$ cat config.mk
export PLATFORM = sky130hd
export DESIGN_NAME = uart_rx_flat
export DESIGN_NICKNAME = d
export VERILOG_FILES = /design/src/rtl/uart_rx_if.sv /design/src/rtl/uart_rx.sv /design/src/flat_wrapper.sv
export SDC_FILE = /design/constraint.sdc
export NUM_CORES = 1
export LEC_CHECK = 0
export BUFFER_PORTS_ARGS = -buffer_cell sky130_fd_sc_hd__buf_2
export CAP_MARGIN = 20
export CORE_ASPECT_RATIO = 1.2
export CORE_MARGIN = 4
export CORE_UTILIZATION = 55
export CTS_CLUSTER_DIAMETER = 50
export DETAILED_ROUTE_END_ITERATION = 6
export HOLD_SLACK_MARGIN = 0.03
export PLACE_DENSITY = 0.76
export SETUP_SLACK_MARGIN = 0.4
export SLEW_MARGIN = 10
export SYNTH_ARGS = -nofsm -noshare
export SYNTH_HDL_FRONTEND = slang
export SYNTH_SLANG_ARGS = --single-unit
$ cat constraint.sdc
create_clock -name clk -period 6.85 [get_ports clk]
set_input_delay 0 -clock clk [delete_from_list [all_inputs] [get_ports clk]]
set_output_delay 0 -clock clk [all_outputs]
set_load 0.005 [all_outputs]
$ cat src/rtl/uart_rx_if.sv
// Receive-side bundle: serial line in, byte stream out with valid/ready and status pulses.
interface uart_rx_if;
    logic       serial_in;
    logic       rx_ready;
    logic [7:0] rx_data;
    logic       rx_valid;
    logic       frame_err;
    logic       overrun;
    logic       rx_busy;

    modport master (
        input  serial_in,
        input  rx_ready,
        output rx_data,
        output rx_valid,
        output frame_err,
        output overrun,
        output rx_busy
    );

    modport slave (
        output serial_in,
        output rx_ready,
        input  rx_data,
        input  rx_valid,
        input  frame_err,
        input  overrun,
        input  rx_busy
    );
endinterface

$ cat src/rtl/uart_rx.sv
// 8N1 UART receiver: mid-bit sampling off a synchronized line, valid/ready output
// holding one byte, with frame-error and overrun pulses.
module uart_rx #(
    parameter int unsigned BAUD_DIV = 16
) (
    input  logic     clk,
    input  logic     rst,
    uart_rx_if.master bus
);

    localparam int unsigned CNT_W = 13;
    localparam int unsigned HALF  = BAUD_DIV / 2;
    localparam logic [CNT_W-1:0] HALF_LAST = CNT_W'(HALF - 1);
    localparam logic [CNT_W-1:0] BIT_LAST  = CNT_W'(BAUD_DIV - 1);

    typedef enum logic [2:0] {
        IDLE,
        START,
        DATA,
        STOP,
        WAIT_HIGH
    } state_t;

    state_t           state, state_next;
    logic [CNT_W-1:0] cnt, cnt_next;
    logic [2:0]       idx, idx_next;
    logic [7:0]       shift, shift_next;
    logic [7:0]       data_next;
    logic             valid_next;
    logic             ferr_next;
    logic             ovr_next;
    logic             busy_next;
    logic             sync1, s_in, s_prev;

    // Two-flop synchronizer plus one delayed copy for falling-edge detection
    always_ff @(posedge clk or posedge rst) begin
        if (rst) begin
            sync1  <= 1'b1;
            s_in   <= 1'b1;
            s_prev <= 1'b1;
        end else begin
            sync1  <= bus.serial_in;
            s_in   <= sync1;
            s_prev <= s_in;
        end
    end

    always_ff @(posedge clk or posedge rst) begin
        if (rst) begin
            state         <= IDLE;
            cnt           <= '0;
            idx           <= '0;
            shift         <= '0;
            bus.rx_data   <= '0;
            bus.rx_valid  <= 1'b0;
            bus.frame_err <= 1'b0;
            bus.overrun   <= 1'b0;
            bus.rx_busy   <= 1'b0;
        end else begin
            state         <= state_next;
            cnt           <= cnt_next;
            idx           <= idx_next;
            shift         <= shift_next;
            bus.rx_data   <= data_next;
            bus.rx_valid  <= valid_next;
            bus.frame_err <= ferr_next;
            bus.overrun   <= ovr_next;
            bus.rx_busy   <= busy_next;
        end
    end

    always_comb begin
        state_next = state;
        cnt_next   = cnt;
        idx_next   = idx;
        shift_next = shift;
        data_next  = bus.rx_data;
        valid_next = bus.rx_valid & ~bus.rx_ready;
        ferr_next  = 1'b0;
        ovr_next   = 1'b0;

        unique case (state)
            IDLE: begin
                if (s_prev && !s_in) begin
                    state_next = START;
                    cnt_next   = '0;
                end
            end
            START: begin
                if (cnt == HALF_LAST) begin
                    cnt_next = '0;
                    idx_next = '0;
                    // A line already back high at mid start bit is a glitch
                    state_next = s_in ? IDLE : DATA;
                end else begin
                    cnt_next = cnt + CNT_W'(1);
                end
            end
            DATA: begin
                if (cnt == BIT_LAST) begin
                    cnt_next   = '0;
                    shift_next = {s_in, shift[7:1]};
                    idx_next   = idx + 3'd1;
                    if (idx == 3'd7) begin
                        state_next = STOP;
                    end
                end else begin
                    cnt_next = cnt + CNT_W'(1);
                end
            end
            STOP: begin
                if (cnt == BIT_LAST) begin
                    cnt_next = '0;
                    if (s_in) begin
                        state_next = IDLE;
                        // Load when the slot is free or being emptied this very cycle
                        if (!bus.rx_valid || bus.rx_ready) begin
                            data_next  = shift;
                            valid_next = 1'b1;
                        end else begin
                            ovr_next = 1'b1;
                        end
                    end else begin
                        ferr_next  = 1'b1;
                        state_next = WAIT_HIGH;
                    end
                end else begin
                    cnt_next = cnt + CNT_W'(1);
                end
            end
            WAIT_HIGH: begin
                if (s_in) begin
                    state_next = IDLE;
                end
            end
            default: begin
                state_next = IDLE;
            end
        endcase

        busy_next = (state_next != IDLE);
    end

endmodule

$ cat src/flat_wrapper.sv
// flat-port wrapper written by rule: the top's interface ports become plain ports
module uart_rx_flat 
#(
    parameter int unsigned BAUD_DIV = 16
)
  (clk, rst, bus_serial_in, bus_rx_ready, bus_rx_data, bus_rx_valid, bus_frame_err, bus_overrun, bus_rx_busy);
  uart_rx_if bus_i ();
  input  logic clk;
  input  logic rst;
  input wire logic [$bits(bus_i.serial_in)-1:0] bus_serial_in;
  input wire logic [$bits(bus_i.rx_ready)-1:0] bus_rx_ready;
  output wire logic [$bits(bus_i.rx_data)-1:0] bus_rx_data;
  output wire logic [$bits(bus_i.rx_valid)-1:0] bus_rx_valid;
  output wire logic [$bits(bus_i.frame_err)-1:0] bus_frame_err;
  output wire logic [$bits(bus_i.overrun)-1:0] bus_overrun;
  output wire logic [$bits(bus_i.rx_busy)-1:0] bus_rx_busy;
  assign bus_i.serial_in = bus_serial_in;
  assign bus_i.rx_ready = bus_rx_ready;
  assign bus_rx_data = bus_i.rx_data;
  assign bus_rx_valid = bus_i.rx_valid;
  assign bus_frame_err = bus_i.frame_err;
  assign bus_overrun = bus_i.overrun;
  assign bus_rx_busy = bus_i.rx_busy;
  uart_rx #(.BAUD_DIV(BAUD_DIV)) u_core (.clk(clk), .rst(rst), .bus(bus_i));
endmodule
==> results of run 1 <==
-- registers in the layout, summed over array words and instances (netlist names) --
| register | count |
|---|---|
| u_core.cnt | 13 |
| u_core.bus.rx_data | 8 |
| u_core.shift | 8 |
| u_core.idx | 3 |
| u_core.state | 3 |
| u_core.bus.frame_err | 1 |
| u_core.bus.overrun | 1 |
| u_core.bus.rx_busy | 1 |
| u_core.bus.rx_valid | 1 |
| u_core.s_in | 1 |
| u_core.s_prev | 1 |
| u_core.sync1 | 1 |
-- cell families (layout without fill, tap and decap cells) --
family,Yosys count,after routing
buffers and inverters,8,31
muxes,17,17
DFF,42,42
xor gates and xnor gates,5,5
and+or+nand+nor,62,62
AOI/OAI and AO/OA,26,26
adders and majority gates,3,3
-- critical path, stage by stage (launching register included) --
cell	delay, ns
sky130_fd_sc_hd__dfrtp_1	0.41
sky130_fd_sc_hd__or4_4	0.55
sky130_fd_sc_hd__or3b_1	0.50
sky130_fd_sc_hd__nor4b_4	0.59
sky130_fd_sc_hd__mux2_2	0.40
-- cell usage in the layout, fill, tap and decap left out, drive strengths merged, types with 2 or more instances in the layout --
cell type    synthesis  routed
dfstp                3       3
dlygate4sd3          0       3
a21o                 3       3
buf                  1      17
xor2                 3       3
xnor2                2       2
nor4                 3       3
inv                  3       3
clkbuf               4       6
nand2b               3       3
nand3               10      10
or3                  2       2
mux2                16      16
or4                  2       2
nand2               17      17
o21ai                7       7
a31oi                7       7
nor3                 2       2
nor2                13      13
dfrtp               39      39
and3                 2       2
a22o                 3       3
ha                   3       3
clkinv               0       2
nor2b                3       3
-- worst max path at each step --
stage / depth (start not counted) / start / to
after floorplan: 5 / u_core.cnt[12]$_DFFE_PP0P_ / u_core.bus.rx_data[0]$_DFFE_PP0P_
after global placement: 4 / u_core.cnt[12]$_DFFE_PP0P_ / u_core.bus.rx_data[5]$_DFFE_PP0P_
after detailed placement: 4 / u_core.cnt[8]$_DFFE_PP0P_ / u_core.bus.rx_data[7]$_DFFE_PP0P_
after CTS: 4 / u_core.cnt[8]$_DFFE_PP0P_ / u_core.bus.rx_data[7]$_DFFE_PP0P_
after global routing: 4 / u_core.cnt[12]$_DFFE_PP0P_ / u_core.bus.rx_data[6]$_DFFE_PP0P_
final: 4 / u_core.cnt[12]$_DFFE_PP0P_ / u_core.bus.rx_data[6]$_DFFE_PP0P_
-- stage by stage --
step	worst slack [ns]	utilization	total power (W)
floorplan	4.46	-	0.000419
CTS	4.29	0.655	0.000571
global placement	4.36	0.629	0.000446
finish	4.30	0.655	0.000569
global route	4.21	0.655	0.000603
detailed placement	4.29	0.629	0.000454
-- metal layers --
metal / share of wire / GRT usage / up-vias / wire length [um]
met4: 0.023 / 0.0843 / 0 / 80
met2: 0.52 / 0.289 / 19 / 1770
met1: 0.42 / 0.201 / 660 / 1460
met5: 0 / 0 / - / 0
met3: 0.035 / 0.0523 / 8 / 120
li1: - / - / 627 / -
-- cell type report --
cell class	count	area, um2	area share
Sequential cell	42	1050	0.509
Multi-Input combinational cell	113	790	0.381
Timing Repair Buffer	20	120	0.0580
Tap cell	36	45.0	0.0217
Clock buffer	6	41.3	0.0199
Inverter	3	11.3	0.00543
Clock inverter	2	10.0	0.00483
-- power by group --
group,switching [W],internal [W]
Clock,0.0000767,0.0000392
Combinational,0.0000894,0.0000600
Sequential,0.0000306,0.000273
-- what timing repair did --
item / in CTS / in global routing
gates resized for setup: 0 / 0
hold buffers: 3 / 0
hold endpoints to repair: 42 / 0
==> impl.org, run 1 <==
** Run status
- Run status :: finished, final reports clean

** GRT
- Initial antenna violation count :: 0
- Across every metal layer, demand over resource in global routing totals 0.175.
- The total overflow left after global routing is 0.
- Vias in the first global route :: 1,284
- Entering global routing, the biggest net connects between 40 and 50 pins.
- The first global-routing pass estimated roughly 5.8 mm of wire.

** Logic synthesis
- Synth Warn # :: 0
- Yosys instantiated no cell more often than sky130_fd_sc_hd__dfrtp_1.
- The synthesized design spends more area on one cell type than any other, namely sky130_fd_sc_hd__dfrtp_1.
- After synthesis, the cell types taking the most area are sky130_fd_sc_hd__dfrtp_1 52%, sky130_fd_sc_hd__mux2_2 9.6%, sky130_fd_sc_hd__dfstp_2 4.2%.
- Number of flops mapped to enable cells by yosys :: 0
- Counting flops and latches in the post-synthesis netlist gives 42.
- The area fraction in compound gates after synthesis came to 0.0930.
- Post-Synth Simple-Gate Area :: 0.181
- Among all flip-flop cells after synthesis, the most frequent one is sky130_fd_sc_hd__dfrtp_1.
- For this run, asynchronously set or reset flops after synthesis account for 1.00.
- Number of standard cells after synthesis :: approximately 160
- By area, the combinational part of the netlist is dominated by simple AND/OR/NAND/NOR gates.
- Xor and xnor fraction of the mapped netlist area :: 0.0234
- Synthesized area divided by synthesized cell count :: between 10 and 15 um2
- Cell area after synthesis :: about 1900 um2
- Share of the synthesized area in the top cell type :: 0.522
- Portion of netlist area occupied by mux cells :: 0.102
- Of the total synthesized cell area, the portion taken by full adders, half adders and majority gates is 0.0201.
- Post-Synthesis Net Count :: 170
- The share of the Yosys chip area taken by registers is 0.564.
- Ranked by instance count, the synthesized netlist is headed by 39 x sky130_fd_sc_hd__dfrtp_1, 17 x sky130_fd_sc_hd__nand2_1, 16 x sky130_fd_sc_hd__mux2_2.
- After synthesis, the netlist uses 37 different library cells.

** Detailed routing
- The final layout contains routed wiring with a total length of 3.44 mm.
- Via count :: roughly 1,300
- Violation count after the first detailed-route iteration :: 42
- First drt pass iteration count :: 4
- Average vias per placed instance :: 5.92
- In the routed design, unresolved DRC markers number 0.
- After detailed routing, the average wire length per cell comes to around 15 um.
- The detail route stage leaves a number of antenna-violating nets equal to 0.

** Floorplanning
- Die Span X :: a little over 60 um
- Die Height :: 71.9 um
- Die Outline Area :: 4400 um2
- In this run the standard cell core region covers between 3000 and 4000 um2.
- Standard-cell rows :: 22
- Top Ports :: 16
- For this configuration, the core starts out at a cell density of 0.591.

** Clock network
- CTS tree :: built
- The clock passes through at most 2 buffers.
- In this run the number of H-tree levels came out at 2.
- The clock net in this run drives a total of 42 sinks.
- Number of buffers created by CTS :: 5
- Insertion delay of the later-clocked pin in the worst-skew pair :: 0.35 ns
- Clock transition at path regs :: around 0.12 ns
- Number of buffers added for setup after CTS :: 0
- Clk Tree Root Cell :: sky130_fd_sc_hd__clkbuf_4

** Placement
- Total placed instance area :: between 1500 and 2000 um2
- Routability-driven placement finished with a final weighted congestion of about 0.8.
- DP HPWL :: ~2.4 mm
- In this run, placement finished with an instance count of 211.
- Input and output buffers added on the ports amount to 15.

** STA
- Worst setup skew after layout :: around 0.014 ns
- Rel. slew slack :: 0.351
- Adding up every negative setup slack in the final design gives 0 ns.
- Min cycle time layout :: approximately 2.5 ns
- Part of the cycle the worst path needs :: 0.372
- Hold Worst Slack :: about 0.3 ns
- RSZ-0062 raised after global routing :: false
- The final count of hold timing violations is 0.
- Setup violations remaining at the end of the flow were counted as 0.
- Final count of pins violating max slew :: 0
- Based on the critical path, the design can be clocked at up to 0.393 GHz.
- For the pin with the worst max-slew slack, the measured transition is approximately 1 ns.

** Min path
- Hold_sp :: bus_serial_in
- Along the worst hold path, the cell count comes to 2.
- WHS Endpoint :: u_core.sync1$_DFF_PP1_
- Type of the tightest min-delay check :: input port to register

** Worst setup path
- STA classifies the critical path endpoint as a register.
- Crit path kind :: register to register
- Data on the critical path is required at its endpoint by just over 7 ns.
- In this run the critical register-to-register path is captured at u_core.bus.rx_data[6]$_DFFE_PP0P_.
- Setup crit start kind :: register
- Worst-path fanout max :: 8
- For the worst setup path, the data arrival time is between 2 and 3 ns.
- For flop-to-flop paths, the worst setup slack is ~4.3 ns.
- Reg2reg start :: u_core.cnt[12]$_DFFE_PP0P_
- For the worst flop-to-flop path, the logic depth is 4.

** Finish
- The final layout contains around 190 nets.
- Fraction of final layout cells with drive strength greater than 1 :: 0.263
- Final instance area :: roughly 2100 um2
- Layout filler cell count :: about 260
- The finished layout holds around 220 standard cells, fillers aside.
- Compared with the post-synthesis result, the final layout area differs by 10.8%.
- Diode insertion count for antenna repair :: 0

** Power and ir drop
- VDD IR max :: about 230 uV
- Leakage dissipation :: approximately 1.1 nW
- Cell area power density :: 275 nW/um2

** Run
- Max Cap Violations :: 0
No activity file was read; power rests on OpenSTA's default activity.
==> run 2, diff against run 1 <==
==> constraint.sdc (replaced) <==
create_clock -name clk -period 2.55 [get_ports clk]
set_input_delay 0 -clock clk [delete_from_list [all_inputs] [get_ports clk]]
set_output_delay 0 -clock clk [all_outputs]
set_load 0.005 [all_outputs]
==> run 2 against run 1 <==
Net effect:
- wire length up 5.7%
- flip-flop and latch count stayed put
- maximum frequency up 11%
- cell area up 10%
- register-to-register slack got worse by 4.0 ns
- core utilization increased by 6.6 points
- sequential power rose to 2.7 times the previous value
- combinational power rose to 3.4 times the previous value
- setup slack got worse by 4.0 ns
- largest cell class unchanged
- largest power group unchanged
- highest routed layer unchanged
==> impl.org, run 2 (synthesis results as in run 1) <==
** Run status
- The flow ran to the end, and the final reports show no timing, DRC or antenna violations.

** Floorplanning
- Standard-cell rows :: 22 (unchanged)
- Core area :: 3170 um2 (unchanged)
- The vertical die dimension is 71.9 um (unchanged).
- Die Span X :: 61.2 um (unchanged)
- The full die area was 4400 um2 (unchanged).
- The effective utilization at floorplan is 0.591 (unchanged).
- The top-level I/O count came to 16 (unchanged).

** Worst setup path
- Critical path cell sequence :: or4_4, or3b_4, buf_4, nor4_4, o22ai_1, or3_1
- STA classifies the critical path startpoint as a register.
- The critical path is of the register to register type.
- WP data required :: 2.79 ns (-4.31 ns)
- The worst-path maximum fanout was 6 (-2).
- The largest individual stage delay along the critical path comes from the cell sky130_fd_sc_hd__or4_4.
- Reg2reg setup slack :: 0.25 ns (-4.05 ns)
- Stage delay of the slowest cell on the critical path :: 0.53 ns (-0.06 ns)
- The arrival time at the worst endpoint came to 2.53 ns (-0.27 ns).
- STA classifies the critical path endpoint as a register.

** STA
- RSZ-0062 raised after global routing :: true
- The upper clock frequency limit is 0.435 GHz (+11%).
- Part of the cycle the worst path needs :: 0.900 (+0.529)
- Worst setup skew after layout :: 0.0135 ns (-0.000218 ns)
- Min cycle time layout :: 2.30 ns (-0.251 ns)
- The headroom to the max-slew limit is 0.663 (+0.312).
- Tightest Pin Transition :: 0.505 ns (-0.468 ns)
- Final count of negative-setup-slack endpoints :: 0 (unchanged)
- Final count of pins violating max slew :: 0 (unchanged)
- The final count of hold timing violations was 0 (unchanged).
- Sum Neg Setup Slack :: 0 ns (unchanged)

** GRT
- The initial antenna violation count is 0 (unchanged).
- The via count of the first global-routing pass came to 1,380 (+7.5%).
- The total routing usage reported by global routing came to 0.185 (+0.00998).
- The total congestion overflow was 0 (unchanged).
- The largest net degree at the start of global routing was 43 (unchanged).
- Global-route wire length before repair :: 6.09 mm (+5.9%)

** Detailed routing
- Average vias per placed instance :: 5.81 (-1.8%)
- Final routed wirelength across all metal layers :: 3.63 mm (+5.7%)
- The remaining design rule violation count was 0 (unchanged).
- Routed WL per cell :: 15.2 um (-1.8%)
- Violation count after the first detailed-route iteration :: 46 (+9.5%)
- Via count :: 1,389 (+5.7%)
- The final antenna-violating net count was 0 (unchanged).
- First drt pass iteration count :: 4 (unchanged)

** Placement
- The area after detailed placement was 2010 um2 (+1.2%).
- Number of buffers added on ports :: 15 (unchanged)
- GP Congestion :: 0.830 (+0.86%)
- The placed wire-length estimate after detailed placement came to 2.39 mm (-1.0%).

** Finish
- Combined area of the multi-input logic cells :: 836 um2 (+5.9%)
- The library cells used most frequently in the layout, excluding fill and tap cells, are 39 x sky130_fd_sc_hd__dfrtp_1, 17 x sky130_fd_sc_hd__nand2_1, 17 x sky130_fd_sc_hd__buf_4.
- Final instance area :: 2280 um2 (+10%)
- Area of all sequential standard cells :: 1050 um2 (unchanged)
- The end-of-flow core utilization was 0.720 (+0.0656).
- Diode insertion count for antenna repair :: 0 (unchanged)
- Biggest register :: u_core.cnt
- The library cell used most frequently in the layout, excluding fill and tap cells, is sky130_fd_sc_hd__dfrtp_1.
- Area growth syn-to-layout :: 22.0%
- Max FFs per register :: 13 (unchanged)
- Final net count :: 209 (+8.9%)
- Fraction of final layout cells with drive strength greater than 1 :: 0.350 (+0.0863)
- Layout filler cell count :: 210 (-19%)
- The largest registers in the layout are u_core.cnt: 13 flops, u_core.bus.rx_data: 8 flops, u_core.shift: 8 flops.

** Run
- Max Cap Violations :: 0 (unchanged)

** Clock network
- The root buffer cell chosen for the clock tree is sky130_fd_sc_hd__clkbuf_4.
- The number of sinks on the clock net is 42 (unchanged).
- Number of buffers created by CTS :: 5 (unchanged)
- The buffer depth of the longest clock path is 2 (unchanged).
- The clock latency on the worst-skew pair was 0.36 ns (about the same).
- Clock transition at path regs :: 0.12 ns (about the same)
- The H-tree depth came to 2 (unchanged).
- CTS tree :: built

** Power and ir drop
- The total chip power was 0.00174 W (+210%).
- The peak supply drop came to 780 uV (+230%).
- Leakage dissipation :: 1.17 nW (+10%)
- Cell area power density :: 762 nW/um2 (+180%)

** Min path
- Type of the tightest min-delay check :: input port to register
==> run 2: final cells by class <==
| type | instances | area share |
|---|---|---|
| multi-input cells | 113 | 0.367 |
| clock buffers | 5 | 0.0165 |
| inverters | 3 | 0.00494 |
| well taps | 36 | 0.0198 |
| repair buffers | 37 | 0.112 |
| clock inverters | 3 | 0.0176 |
| flip-flops and latches | 42 | 0.463 |
==> run 2: where the power goes <==
part / total [W] / internal [W] / switching, W
sequential: 0.000819 / 0.000734 / 0.0000851
combinational: 0.000502 / 0.000223 / 0.000279
clock: 0.000416 / 0.000203 / 0.000213
==> run 2: through the flow <==
| stage | instances | hold slack [ns] | setup WS [ns] |
|---|---|---|---|
| finish | 239 | 0.283 | 0.254 |
| global route | 239 | 0.270 | 0.178 |
| CTS | 232 | 0.284 | 0.304 |
| detailed placement | 215 | 0.107 | 0.198 |
| global placement | 215 | 0.104 | 0.257 |
| floorplan | 163 | 0.00448 | 0.214 |
==> run 2: final timing paths <==
path	start	cells after the start	end
worst min-delay path	bus_serial_in	2	u_core.sync1$_DFF_PP1_
min in group asynchronous	rst	4	u_core.cnt[10]$_DFFE_PP0P_
worst max-delay path	u_core.cnt[12]$_DFFE_PP0P_	6	u_core.bus.rx_busy$_DFF_PP0_
max in group asynchronous	rst	4	u_core.s_prev$_DFF_PP1_
worst max register to register	u_core.cnt[12]$_DFFE_PP0P_	6	u_core.bus.rx_busy$_DFF_PP0_
worst min register to register	u_core.sync1$_DFF_PP1_	0	u_core.s_in$_DFF_PP1_
==> run 2: worst max-delay path, delay by kind of cell, from the launching register on <==
kind / cells / cell delay [ns]
AND/OR/NAND/NOR: 4 / 1.46
flip-flops: 1 / 0.40
buffers and inverters: 1 / 0.16
AO/OA/AOI/OAI: 1 / 0.15
==> run 2: repair_timing <==
action	4_1_cts	5_1_grt
pin swaps	1	4
setup endpoints to repair	17	14
setup buffers	6	7
gates resized for setup	4	9
hold buffers	3	0
endpoints found under the hold margin	42	0
==> run 2: layer usage <==
metal,share of wire,vias to the layer above,global-route usage
met5,0,-,0
li1,-,664,-
met2,0.53,36,0.318
met1,0.39,676,0.208
met3,0.045,13,0.0342
met4,0.032,0,0.104
==> run 3, diff against run 2 <==
--- a/config.mk
+++ b/config.mk
@@ -9,11 +9,11 @@
 export CAP_MARGIN = 20
 export CORE_ASPECT_RATIO = 1.2
 export CORE_MARGIN = 4
-export CORE_UTILIZATION = 55
+export CORE_UTILIZATION = 58
 export CTS_CLUSTER_DIAMETER = 50
 export DETAILED_ROUTE_END_ITERATION = 6
 export HOLD_SLACK_MARGIN = 0.03
-export PLACE_DENSITY = 0.76
+export PLACE_DENSITY = 0.8
 export SETUP_SLACK_MARGIN = 0.4
 export SLEW_MARGIN = 10
 export SYNTH_ARGS = -nofsm -noshare
==> run 3 against run 2 <==
Net effect:
- critical path depth down 1
- global-route usage up 0.59 points
- cell area down 1.0%
- wire length up 1.2%
- hold slack better by 0.021 ns
- maximum frequency up 1.3%
- clock-buffer cell count up 1
- largest cell class unchanged
- highest routed layer unchanged
- flip-flop and latch count unchanged
- combinational power about the same
- critical endpoint is now u_core.bus.rx_data[6]$_DFFE_PP0P_
==> impl.org, run 3 (synthesis results as in run 1) <==
** STA
- The final critical-path setup slack was 0.284 ns (+0.0306 ns).
- Part of the cycle the worst path needs :: 0.889 (-0.0120)
- Rel. slew slack :: 0.460 (-0.203)
- Setup repair after global routing could not meet its margin everywhere.
- Number of hold-slack violations in the final timing report :: 0 (unchanged)
- Final count of pins violating max slew :: 0 (unchanged)
- The number of setup violations in the final report is 0 (unchanged).
- The aggregate negative setup slack is 0 ns (unchanged).
- Fmax :: 0.441 GHz (+1.3%)
- The final critical-path required period was 2.27 ns (-0.0306 ns).
- Tightest Pin Transition :: 0.809 ns (+0.304 ns)
- The worst clock skew is 0.0146 ns (+0.00109 ns).

** Floorplanning
- The full die area was 4200 um2 (-4.5%).
- The number of standard-cell rows in the floorplan was 22 (unchanged).
- Top Ports :: 16 (unchanged)
- Core area :: 3080 um2 (-2.6%)
- Die Span X :: 59.8 um (-2.3%)
- Die Height :: 70.2 um (-2.3%)
- The effective utilization at floorplan was 0.606 (+0.0158).

** Min path
- The tightest min-delay check is of the input port to register type.
- Number of stages on the worst hold path :: 2 (unchanged)
- The worst hold path begins at bus_serial_in.
- WHS Endpoint :: u_core.sync1$_DFF_PP1_

** Clock network
- Clock transition at path regs :: 0.12 ns (about the same)
- Number of clock sinks :: 42 (unchanged)
- Number of buffers created by CTS :: 5 (unchanged)
- CTS tree :: built
- The clock latency on the worst-skew pair was 0.35 ns (about the same).
- Deepest clock path buffer count :: 2 (unchanged)
- Clk Tree Root Cell :: sky130_fd_sc_hd__clkbuf_4
- Number of H-tree levels :: 2 (unchanged)

** GRT
- Global-route usage over all layers :: 0.191 (+0.00591)
- Sum of overflow across all layers after global routing :: 0 (unchanged)
- The first-pass GRT wire length is 6.13 mm (+0.69%).
- Initial antenna violation count :: 0 (unchanged)
- Vias in the first global route :: 1,375 (-0.36%)
- Largest net degree at the start of global routing :: 23 (-47%)

** Finish
- The net total in the final layout is 204 (-2.4%).
- Area growth syn-to-layout :: 20.7%
- In the layout the commonest cells are 39 x sky130_fd_sc_hd__dfrtp_1, 16 x sky130_fd_sc_hd__nand2_1, 16 x sky130_fd_sc_hd__mux2_2.
- Area of all sequential standard cells :: 1050 um2 (unchanged)
- The area of combinational cells with multiple inputs came to 860 um2 (+2.8%).
- Final instance area :: 2260 um2 (-1.0%)
- Biggest register :: u_core.cnt
- Leaving out fill and tap cells, the most frequent cell in the layout is sky130_fd_sc_hd__dfrtp_1.
- The number of diodes added for antenna fixing was 0 (unchanged).
- Largest regs :: u_core.cnt: 13 flops, u_core.bus.rx_data: 8 flops, u_core.shift: 8 flops
- The share of cells above drive strength 1 is 0.364 (+0.0139).
- The number of flip-flops in the largest register is 13 (unchanged).
- The number of inserted filler cells in the final layout is 210 (unchanged).

** Worst setup path
- Reg-to-reg critical path endpoint :: u_core.bus.rx_data[6]$_DFFE_PP0P_
- Crit path max-delay family :: simple AND/OR/NAND/NOR gates
- Reg2reg start :: u_core.cnt[8]$_DFFE_PP0P_
- Crit path buffers/inverters :: 1 (unchanged)
- The required arrival time at the worst endpoint came to 2.79 ns (about the same).
- Critical path cell sequence :: or4_4, or3b_4, nor4b_4, buf_6, mux2_2
- Arrival time of data at the critical path endpoint :: 2.50 ns (-0.03 ns)
- Setup crit start kind :: register
- The worst-path maximum fanout was 8 (+2).
- Stage delay of the slowest cell on the critical path :: 0.55 ns (+0.02 ns)
- Crit path kind :: register to register
- The slowest stage of the critical path is the sky130_fd_sc_hd__or4_4 cell.
- STA classifies the critical path endpoint as a register.
- The cell depth of the worst flop-to-flop path is 5 (-1).
- Reg2reg setup slack :: 0.28 ns (+0.03 ns)

** Power and ir drop
- VDD IR max :: 629 uV (-19%)
- The leakage power is 1.14 nW (-2.8%).
- Cell area power density :: 738 nW/um2 (-3.2%)

** Run status
- Run status :: finished, final reports clean

** Placement
- Total placed instance area :: 2010 um2 (unchanged)
- Number of buffers added on ports :: 15 (unchanged)
- The weighted congestion reported at the end of routability-driven placement came to 0.842 (+1.5%).
- The placement-stage worst setup slack is 0.174 ns (-0.0241 ns).
- The placed wire-length estimate after detailed placement was 2.39 mm (+0.13%).

** Run
- The max-cap check violation count is 0 (unchanged).

** Detailed routing
- The final antenna-violating net count is 0 (unchanged).
- The sum of routed wire length over all layers came to 3.67 mm (+1.2%).
- The iteration-0 DRC count of the detailed router was 46 (unchanged).
- Via count :: 1,394 (+0.36%)
- The first-pass detailed-route iteration total was 4 (unchanged).
- Average vias per placed instance :: 5.96 (+2.5%)
- Routed WL per cell :: 15.7 um (+3.3%)
- DR DRC count :: 0 (unchanged)
==> run 3: changes by cell type in the layout (fill, tap and decap cells not counted), sizes merged <==
cell      delta
clkinv       -1
clkinvlp     +1
clkbuf       +1
buf          -5
bufinv       -1
==> run 3: how the worst max path moves through the flow <==
stage	slack (ns)	to	depth (start not counted)	startpoint
3_3_place_gp	0.26	u_core.bus.rx_data[5]$_DFFE_PP0P_	5	u_core.cnt[12]$_DFFE_PP0P_
6_report	0.28	u_core.bus.rx_data[6]$_DFFE_PP0P_	5	u_core.cnt[8]$_DFFE_PP0P_
5_1_grt	0.20	u_core.bus.rx_data[6]$_DFFE_PP0P_	5	u_core.cnt[9]$_DFFE_PP0P_
2_1_floorplan	0.21	u_core.bus.rx_data[0]$_DFFE_PP0P_	5	u_core.cnt[12]$_DFFE_PP0P_
3_5_place_dp	0.17	u_core.bus.rx_data[6]$_DFFE_PP0P_	5	u_core.cnt[4]$_DFFE_PP0P_
4_1_cts	0.29	u_core.bus.rx_data[6]$_DFFE_PP0P_	5	u_core.cnt[8]$_DFFE_PP0P_
==> run 3: cell type report <==
type	instances	share of cell area
Inverter	3	0.00499
Clock buffer	6	0.0227
Multi-Input combinational cell	113	0.381
Sequential cell	42	0.468
Clock inverter	2	0.00555
Tap cell	36	0.0200
Timing Repair Buffer	32	0.0982
==> run 3: through the flow <==
step           cells  total power [W]  hold WS [ns]  utilization
2_1_floorplan    163          0.00112       0.00448            -
3_3_place_gp     215          0.00120         0.104        0.653
3_5_place_dp     215          0.00122         0.106        0.653
4_1_cts          229          0.00159         0.277        0.698
5_1_grt          234          0.00177         0.289        0.732
6_report         234          0.00166         0.304        0.732
==> run 3: worst register-to-register path, stage by stage (launching register included) <==
cell and delay [ns]:
sky130_fd_sc_hd__dfrtp_1 0.42, sky130_fd_sc_hd__or4_4 0.55, sky130_fd_sc_hd__or3b_4 0.44, sky130_fd_sc_hd__nor4b_4 0.24
sky130_fd_sc_hd__buf_6 0.17, sky130_fd_sc_hd__mux2_2 0.34
==> run 3: layer usage <==
layer / vias up / global-route usage / part of all wire
met5: - / 0 / 0
met4: 0 / 0.0690 / 0.014
met3: 9 / 0.0518 / 0.045
met2: 44 / 0.308 / 0.53
met1: 680 / 0.241 / 0.41
li1: 661 / - / -
==> run 3: power breakdown <==
group / switching [W] / internal, W
Sequential: 0.0000870 / 0.000734
Clock: 0.000211 / 0.000133
Combinational: 0.000280 / 0.000219
==> run 3: repair_timing <==
item,4_1_cts,5_1_grt
pin swaps,2,6
gates resized for setup,5,17
hold buffers,3,0
setup endpoints to repair,17,18
endpoints found under the hold margin,24,0
setup buffers,3,5
